==> src/rtl/dut_top.sv <==
// Request FIFO feeding a fixed-latency processing engine; each queued item is
// returned unmodified on a one-cycle response strobe after COUNT busy cycles.
module dut_top #(
  parameter int DATA_SIZE = 16,
  parameter     CNFG      = "READY_VALID",
  parameter int COUNT     = 3,
  parameter int DEPTH     = 3
) (
  input  logic                 clk_i,
  input  logic                 clrst_if,
  input  logic                 req_valid_i,
  input  logic [DATA_SIZE-1:0] req_data_i,
  output logic                 req_ready_o,
  output logic                 resp_valid_o,
  output logic [DATA_SIZE-1:0] resp_data_o
);

  if (CNFG != "READY_VALID" && CNFG != "VALID_READY") begin : g_bad_cnfg
    $error("dut_top: CNFG must be \"READY_VALID\" or \"VALID_READY\"");
  end
  if (COUNT < 1) begin : g_bad_count
    $error("dut_top: COUNT must be >= 1");
  end
  if (DEPTH < 1) begin : g_bad_depth
    $error("dut_top: DEPTH must be >= 1");
  end

  localparam int PW = (DEPTH > 1) ? $clog2(DEPTH) : 1;
  localparam int CW = $clog2(DEPTH + 1);
  localparam int KW = (COUNT > 1) ? $clog2(COUNT) : 1;

  typedef enum logic {IDLE, BUSY} state_t;

  logic [DATA_SIZE-1:0] mem [DEPTH];
  logic [PW-1:0]        wr_ptr, rd_ptr;
  logic [CW-1:0]        occ;
  logic                 full, empty, push, pop, fire;
  state_t               state, state_nx;
  logic [KW-1:0]        cnt;
  logic [DATA_SIZE-1:0] hold;

  function automatic logic [PW-1:0] ptr_next(input logic [PW-1:0] p);
    return (p == PW'(DEPTH - 1)) ? '0 : p + 1'b1;
  endfunction

  assign full  = (occ == CW'(DEPTH));
  assign empty = (occ == '0);

  // Ready is forced low during reset; full uses current occupancy, ignoring a same-cycle pop.
  if (CNFG == "READY_VALID") begin : g_rv
    assign req_ready_o = !clrst_if && !full;
  end else begin : g_vr
    assign req_ready_o = !clrst_if && !full && req_valid_i;
  end

  assign push = req_valid_i && req_ready_o;

  always_ff @(posedge clk_i) begin
    if (push) mem[wr_ptr] <= req_data_i;
  end

  always_ff @(posedge clk_i or posedge clrst_if) begin
    if (clrst_if) begin
      wr_ptr <= '0;
      rd_ptr <= '0;
      occ    <= '0;
    end else begin
      if (push) wr_ptr <= ptr_next(wr_ptr);
      if (pop)  rd_ptr <= ptr_next(rd_ptr);
      case ({push, pop})
        2'b10:   occ <= occ + 1'b1;
        2'b01:   occ <= occ - 1'b1;
        default: occ <= occ;
      endcase
    end
  end

  always_ff @(posedge clk_i or posedge clrst_if) begin
    if (clrst_if) state <= IDLE;
    else          state <= state_nx;
  end

  always_comb begin
    state_nx = state;
    pop      = 1'b0;
    fire     = 1'b0;
    case (state)
      IDLE: begin
        if (!empty) begin
          pop      = 1'b1;
          state_nx = BUSY;
        end
      end
      BUSY: begin
        if (cnt == KW'(COUNT - 1)) begin
          fire     = 1'b1;
          state_nx = IDLE;
        end
      end
      default: state_nx = IDLE;
    endcase
  end

  always_ff @(posedge clk_i or posedge clrst_if) begin
    if (clrst_if) begin
      cnt          <= '0;
      hold         <= '0;
      resp_valid_o <= 1'b0;
      resp_data_o  <= '0;
    end else begin
      resp_valid_o <= fire;
      if (fire) resp_data_o <= hold;
      if (pop) begin
        hold <= mem[rd_ptr];
        cnt  <= '0;
      end else if (fire) begin
        cnt <= '0;
      end else if (state == BUSY) begin
        cnt <= cnt + 1'b1;
      end
    end
  end

endmodule

==> config.mk <==
export PLATFORM = sky130hd
export DESIGN_NAME = dut_top
export DESIGN_NICKNAME = d
export VERILOG_FILES = /design/src/rtl/dut_top.sv
export SDC_FILE = /design/constraint.sdc
export NUM_CORES = 1
export LEC_CHECK = 0
export BUFFER_PORTS_ARGS = -buffer_cell sky130_fd_sc_hd__buf_2
export CELL_PAD_IN_SITES_DETAIL_PLACEMENT = 0
export CELL_PAD_IN_SITES_GLOBAL_PLACEMENT = 1
export CORE_MARGIN = 1
export CORE_UTILIZATION = 52
export CTS_CLUSTER_SIZE = 12
export DETAILED_ROUTE_END_ITERATION = 7
export PLACE_DENSITY = 0.81
export SLEW_MARGIN = 20
export SYNTH_ARGS = -nofsm -noshare
export SYNTH_HDL_FRONTEND = slang
export SYNTH_SLANG_ARGS = --single-unit
==> constraint.sdc <==
create_clock -name clk_i -period 4.2 [get_ports clk_i]
set_clock_uncertainty 0.1 [all_clocks]
set_input_delay 0.84 -clock clk_i [delete_from_list [all_inputs] [get_ports clk_i]]
set_output_delay 0.84 -clock clk_i [all_outputs]
set_load 0.05 [all_outputs]
# == After elaboration in Yosys (flattened, before gate mapping) ==
# Memory sizes are Yosys's and may differ from the RTL's. A register that Yosys moved wholly into a read port is not among the register bits.
# Index checks and enable logic that the tools add are counted.
# totals
reg_bits,26
ramBits,48
inputBits,19
out_inout_bits,18
word_cells,41
mem_count,1
# mem_list
name,words,word_bits,rd,rd_clocked_by_memory_dff,wr,line_no,text
mem,3,16,1,1,1,34,logic [DATA_SIZE-1:0] mem [DEPTH];
# op_classes
add_sub_neg,5
eq_ne,6
muxes,14
bitwise,1
n_reduce_logical,7
# op_table
cell,n
$eq A2 B2 Y1 const B,5
$mux W2,5
$add A2 B1 Y2 const B,4
$mux W1,7
$pmux W2 S2,1
$reduce_bool A3 Y1,1
$eq A2 B1 Y1 const B,1
$logic_and A1 B1 Y1,2
$logic_not A1 Y1,2
$logic_not A2 Y1,1
$pmux W1 S2,1
$reduce_bool A2 Y1,1
$sub A2 B1 Y2 const B,1
$not A1 Y1,1

# == Longest topological paths before layout ==
# Gate-level depths: netlist (run 1).
# logic_depth
ltp_word,6
mapped_depth,8
mapped_depth_nobuf,6

# == Worst setup path after synthesis (run 1) ==
# Ideal clock, no wire load.
# synth_path
kind,input to register
start,input port clrst_if
end,memory mem[2][0] (enable)
setup_time_ns,0.413
arrival_time_ns,2.613
required_ns,3.687
setup_slack_ns,1.074
cell_stages,3
n_path_buf,0
cell_sequence,a21oi_4 -> nand2_2 -> nor3b_1
# synth_between
elab_chain_len,5
# synth_rtl
element,line_no,text
"start, declared",10,"input logic clrst_if,"
$logic_not A1 Y1 (no source line),--,
$logic_and A1 B1 Y1,51,assign req_ready_o = !clrst_if && !full;
$logic_and A1 B1 Y1,56,assign push = req_valid_i && req_ready_o;
$mux W1,59,if (push) mem[wr_ptr] <= req_data_i;
$mux W1 (implied by the code),59,
"end, declared",34,
# Every way passes these cells.

# == Final worst setup path (run 1) ==
# layout_path
start,input port clrst_if
end,output port req_ready_o
# layout_between
elab_chain_len,2
# layout_rtl
element,line_no,text
$logic_not A1 Y1 (no source line),--,
$logic_and A1 B1 Y1,51,
"end, declared",13,"output logic req_ready_o,"
# Every way passes these cells.

==> flow_metrics.tcl, run 1 <==
set metrics [dict create \
    clk_latency_ns 0.34 \
    postCtsHoldBufs 0 \
    period_share 0.549 \
    drive_above_1_share 0.361 \
    post_drt_via_cell_ratio 5.23 \
    fmax_mhz 434 \
    setup_tns_ns 0 \
    min-delay-path-class "flip-flop to flip-flop" \
    grt_use_met3 0.0425 \
    ant_nets 0 \
    die_y_um 83.7 \
    die_w_um 83.7 \
    fin_cells 332 \
    synth-edff-count 48 \
    fill_cells 496 \
    routed_wl_mm 5.16 \
    track_usage 0.162 \
    dpl.cell_count 316 \
    ios 37 \
    mostFrequentLayoutCell "edfxtp_1" \
    synth_area_leaders "edfxtp_1 (41%), dfrtp_1 (30%), mux2_2 (8.1%)" \
    cts_sinks 90 \
    setup_viol 0 \
    syn_inst 209 \
    busiest_layer "met2" \
    final_cell_mix "edfxtp_1 (48), dfrtp_1 (42), buf_2 (36), mux2_2 (25), nand2_1 (18)" \
    cts_resized 0 \
    start_util 0.544 \
    routabilityCongestion 0.729 \
    end_kind "output port" \
    drt_first_iter_violations 66 \
    final_area_mm2 0.00388 \
    num_vias 1735 \
    cts_buffers 9 \
    grt_max_degree 43 \
    n_antenna_cell 0 \
    dieArea_mm2 0.00701 \
    cts_setup_buffers 0 \
    place_ws_ns 1.79 \
    critPathRequiredTime_ns 3.26 \
    ys_ff_latch 90 \
    async_reset_ff_frac 0.467 \
    ys_warn_count 0 \
    period_needed_ns 2.31 \
    timing.final.ws_setup_ns 1.89 \
    grt_pass1_vias 1713 \
    cts_tree "built" \
    first_pass_iters 3 \
    rsz0062_at_grt "no" \
    crit_top_cell "buf_2" \
    grtUsageMet2 0.254 \
    synth_flop_cell "edfxtp_1" \
    crit_path_max_fanout 3 \
    place_hpwl_mm 3.26 \
    layout.nets 270 \
    antenna_found_initial 0 \
    p_leak_nw 1.61 \
    arrival_ns 1.37 \
    yosys.area.top_type_share 0.415 \
    outcome "completed" \
    area_delta_synth_final_pct 11.7 \
    crit_type "input port to output port" \
    slew_viol_final 0 \
    max-cap-violations 0 \
    root_buffer "clkbuf_8" \
    clk_pin_slew_ns 0.07 \
    avgSynthCellArea_um2 16.6 \
    grt_overflow 0 \
    power_density_mw_per_mm2 708 \
    start_kind "input port" \
    max_slew_margin 0.329 \
    ir_worst_vdd_uv 396 \
    htree_num_levels 3 \
    coreArea_mm2 0.00639 \
    syn-num-nets 229 \
    placed_area_mm2 0.00370 \
    final_hold_viol_count 0 \
    grt_first_pass_wirelength_mm 8.49 \
    drc 0 \
    cpPeakStageDelay_ns 0.28 \
    slowest_stage "buf_2" \
    tightestPinTransition_ns 1.01 \
    synth_top_area_cell "edfxtp_1" \
    cts.path.max_buffers 2 \
    synth_cell_types 30 \
    port-buffer-count 36 \
    cp_cell_sequence "buf_2 -> a21oi_4 -> buf_2" \
    syn-cell-area_mm2 0.00347 \
    ys_seq_area_frac 0.718 \
    wl_per_cell_um 15.5 \
    use_met1 0.212 \
    num_rows 29 \
]
-- logic make-up (layout without fill, tap and decap cells) --
logic type | after synthesis | in the layout | share of synthesized area
AOI/OAI and AO/OA | 23 | 23 | 0.0429
xor gates and xnor gates | 3 | 3 | 0.00757
adders and majority gates | 1 | 1 | 0.00360
buffers and inverters | 13 | 59 | 0.0270
DFF | 90 | 90 | 0.718
muxes | 49 | 49 | 0.161
and+or+nand+nor | 30 | 30 | 0.0407
-- through the flow --
step                      power, mW   util  hold slack (ns)
after floorplan                2.10      -            0.344
after global placement         2.24  0.580            0.358
after detailed placement       2.27  0.580            0.370
after CTS                      2.78  0.607            0.388
after global routing           2.90  0.607            0.409
final                          2.75  0.607            0.380
-- cell usage after synthesis (all sizes together) (2+ instances only) --
cell type / number
mux2i: 16
o21ai: 18
inv: 4
edfxtp: 48
dfrtp: 42
nand2: 19
a21o: 3
mux2: 33
nor3b: 2
nor3: 3
nor2: 3
xnor2: 2
buf: 8
-- report_power, final --
part	total, mW	internal, mW	switching (mW)	leakage, nW
sequential	1.36	1.17	0.191	0.959
clock	0.517	0.247	0.269	0.0867
combinational	0.870	0.355	0.515	0.565
total	2.75	1.77	0.976	1.61
-- cell type report --
type	instances	area (um^2)	share of cell area
multi-input combinational	106	897	0.231
tap	77	96.3	0.0248
sequential	90	2490	0.643
clock inverter	2	12.5	0.00323
inverter	4	15.0	0.00387
clock buffer	14	163	0.0419
timing repair buffer	39	203	0.0523
-- worst max-delay path, delay by kind of cell --
family	cells	cell delay, ns
AO/OA/AOI/OAI	1	0.13
buffers and inverters	2	0.40
-- path summary, 6_finish.rpt --
check | startpoint | slack, ns | to | depth (start not counted)
min | hold[3] | 0.38 | hold[3] | 2
min reg2reg | hold[3] | 0.38 | hold[3] | 2
min in group asynchronous | clrst_if | 0.55 | wr_ptr[1] | 3
max | clrst_if | 1.89 | req_ready_o | 3
max reg2reg | occ[0] | 2.12 | occ[1] | 5
max in group asynchronous | clrst_if | 3.09 | hold[3] | 3
-- layer usage --
metal	part of all wire	vias up
met5	0	-
met4	0.019	0
met3	0.030	9
met2	0.48	31
met1	0.47	851
li1	-	844
-- state kept, by name (all words and copies together) (netlist names) --
name,count
mem,48
hold,16
resp_data_o,16
cnt,2
occ,2
rd_ptr,2
wr_ptr,2
resp_valid_o,1
state,1
No activity file was read; power rests on OpenSTA's default activity.
==> run 2: changes to the inputs <==
--- a/config.mk
+++ b/config.mk
@@ -9,10 +9,10 @@
 export CELL_PAD_IN_SITES_DETAIL_PLACEMENT = 0
 export CELL_PAD_IN_SITES_GLOBAL_PLACEMENT = 1
 export CORE_MARGIN = 1
-export CORE_UTILIZATION = 52
+export CORE_UTILIZATION = 44
 export CTS_CLUSTER_SIZE = 12
 export DETAILED_ROUTE_END_ITERATION = 7
-export PLACE_DENSITY = 0.81
+export PLACE_DENSITY = 0.72
 export SLEW_MARGIN = 20
 export SYNTH_ARGS = -nofsm -noshare
 export SYNTH_HDL_FRONTEND = slang
==> constraint.sdc (replaced) <==
create_clock -name clk_i -period 2.08 [get_ports clk_i]
set_clock_uncertainty 0.1 [all_clocks]
set_input_delay 0.416 -clock clk_i [delete_from_list [all_inputs] [get_ports clk_i]]
set_output_delay 0.416 -clock clk_i [all_outputs]
set_load 0.05 [all_outputs]
==> flow_metrics.tcl, run 2 (synthesis gave the netlist of run 1 again) <==
set metrics [dict create \
    outcome "completed" \
    ios 37 \
    grt_overflow 0 \
    crit_type "flip-flop to output port" \
    wl_per_cell_um 14.7 \
    power_density_mw_per_mm2 1450 \
    seqPwrFrac 0.454 \
    critPathCapture "req_ready_o" \
    antenna_found_initial 0 \
    cts_sinks 90 \
    layout.nets 275 \
    num_vias 1732 \
    cp_cell_sequence "a21oi_4 -> buf_2" \
    clk_latency_ns 0.34 \
    period_share 0.870 \
    p_leak_nw 1.66 \
    largest_reg_flops 48 \
    timing.rr.end "mem[2][6]" \
    ant_nets 0 \
    port-buffer-count 36 \
    postCtsHoldBufs 0 \
    period_needed_ns 1.81 \
    min-delay-path-class "input port to asynchronous set/reset pin" \
    area_delta_synth_final_pct 14.9 \
    final_cell_mix "edfxtp_1 (48), dfrtp_1 (42), buf_2 (36), mux2_2 (25), nand2_1 (18)" \
    reg2reg_slack_ns 0.37 \
    rsz0062_at_grt "no" \
    fin_cells 362 \
    cts.path.max_buffers 2 \
    ir_worst_vdd_uv 473 \
    n_antenna_cell 0 \
    p_comb_frac 0.339 \
    cts_buffers 9 \
    dieArea_mm2 0.00825 \
    fill_cells 692 \
    setup_tns_ns 0 \
    clk_pin_slew_ns 0.08 \
    rr_startpoint "occ[0]" \
    max-cap-violations 0 \
    die_y_um 90.8 \
    place_hpwl_mm 3.40 \
    top_regs "mem x48, hold x16, resp_data_o x16" \
    track_usage 0.141 \
    crit_family "flip-flops" \
    post-route-util 0.519 \
    crit_start "occ[0]" \
    p_sw_frac 0.352 \
    setup_viol 0 \
    max_slew_margin 0.649 \
    routabilityCongestion 0.687 \
    switching_power_mw 2.03 \
    root_buffer "clkbuf_8" \
    start_kind "flip-flop" \
    htree_num_levels 3 \
    critPathRequiredTime_ns 1.56 \
    drive_above_1_share 0.377 \
    die_w_um 90.8 \
    mostFrequentLayoutCell "edfxtp_1" \
    grt_first_pass_wirelength_mm 8.79 \
    routed_wl_mm 5.32 \
    clkPwrFrac 0.207 \
    fmax_mhz 553 \
    cts_setup_buffers 0 \
    cp_num_cells 2 \
    first_pass_iters 4 \
    p_int_mw 3.74 \
    end_kind "output port" \
    drc 0 \
    post_drt_via_cell_ratio 4.78 \
    drt_first_iter_violations 59 \
    r2r.worst_path.cells 4 \
    start_util 0.452 \
    cp_num_buf_inv 1 \
    slowest_stage "dfrtp_1" \
    dpl.cell_count 346 \
    crit_path_max_fanout 5 \
    regMostFlops "mem" \
    cpPeakStageDelay_ns 0.49 \
    tightestPinTransition_ns 0.527 \
    grt_pass1_vias 1767 \
    arrival_ns 1.29 \
    coreArea_mm2 0.00769 \
    final_hold_viol_count 0 \
    cts_resized 0 \
    num_rows 32 \
    grt_max_degree 43 \
    slew_viol_final 0 \
    cts_tree "built" \
]
[run 2: worst min-delay path by stage]
| stage | startpoint | end | cells after the start | slack [ns] |
|---|---|---|---|---|
| 6_report | clrst_if | wr_ptr[0] | 3 | 0.12 |
| 3_5_place_dp | hold[3] | hold[3] | 2 | 0.37 |
| 4_1_cts | clrst_if | wr_ptr[0] | 3 | 0.14 |
| 2_1_floorplan | hold[0] | hold[0] | 2 | 0.34 |
| 3_3_place_gp | hold[12] | hold[12] | 2 | 0.36 |
| 5_1_grt | req_data_i[1] | mem[2][1] | 1 | 0.15 |
[run 2: routing by layer]
| layer | global-route usage | part of all wire | up-vias | wire length [um] |
|---|---|---|---|---|
| met1 | 0.201 | 0.49 | 835 | 2590 |
| met4 | 0.0635 | 0.017 | 0 | 91 |
| li1 | - | - | 853 | - |
| met3 | 0.0253 | 0.030 | 10 | 161 |
| met2 | 0.211 | 0.47 | 34 | 2480 |
| met5 | 0 | 0 | - | 0 |
[run 2: cell type report]
type / instances / area (um^2) / share of cell area
well taps: 102 / 128 / 0.0320
clock buffers: 12 / 156 / 0.0392
inverters: 4 / 15.0 / 0.00376
clock inverters: 4 / 48.8 / 0.0122
repair buffers: 44 / 240 / 0.0602
flip-flops and latches: 90 / 2490 / 0.625
multi-input cells: 106 / 910 / 0.228
[run 2: worst min-delay path: stages]
cell and delay [ns]:
buf_2 0.12, inv_1 0.05, buf_4 0.44
[run 2: power by group through the flow]
stage / sequential, mW / clock (mW) / combinational [mW]
after floorplan: 3.11 / 0 / 1.15
after global placement: 2.65 / 0 / 1.95
after detailed placement: 2.67 / 0 / 1.97
after CTS: 2.63 / 1.24 / 1.98
after global routing: 2.68 / 1.30 / 2.11
final: 2.62 / 1.19 / 1.95
[run 2: through the flow]
| step | area, um^2 | setup WS [ns] | total power [mW] | hold slack, ns |
|---|---|---|---|---|
| after global routing | 3990 | 0.217 | 6.10 | 0.155 |
| after floorplan | 3500 | -0.0165 | 4.26 | 0.344 |
| final | 3990 | 0.270 | 5.77 | 0.125 |
| after detailed placement | 3780 | 0.348 | 4.65 | 0.372 |
| after CTS | 3990 | 0.247 | 5.86 | 0.135 |
| after global placement | 3780 | 0.370 | 4.61 | 0.358 |
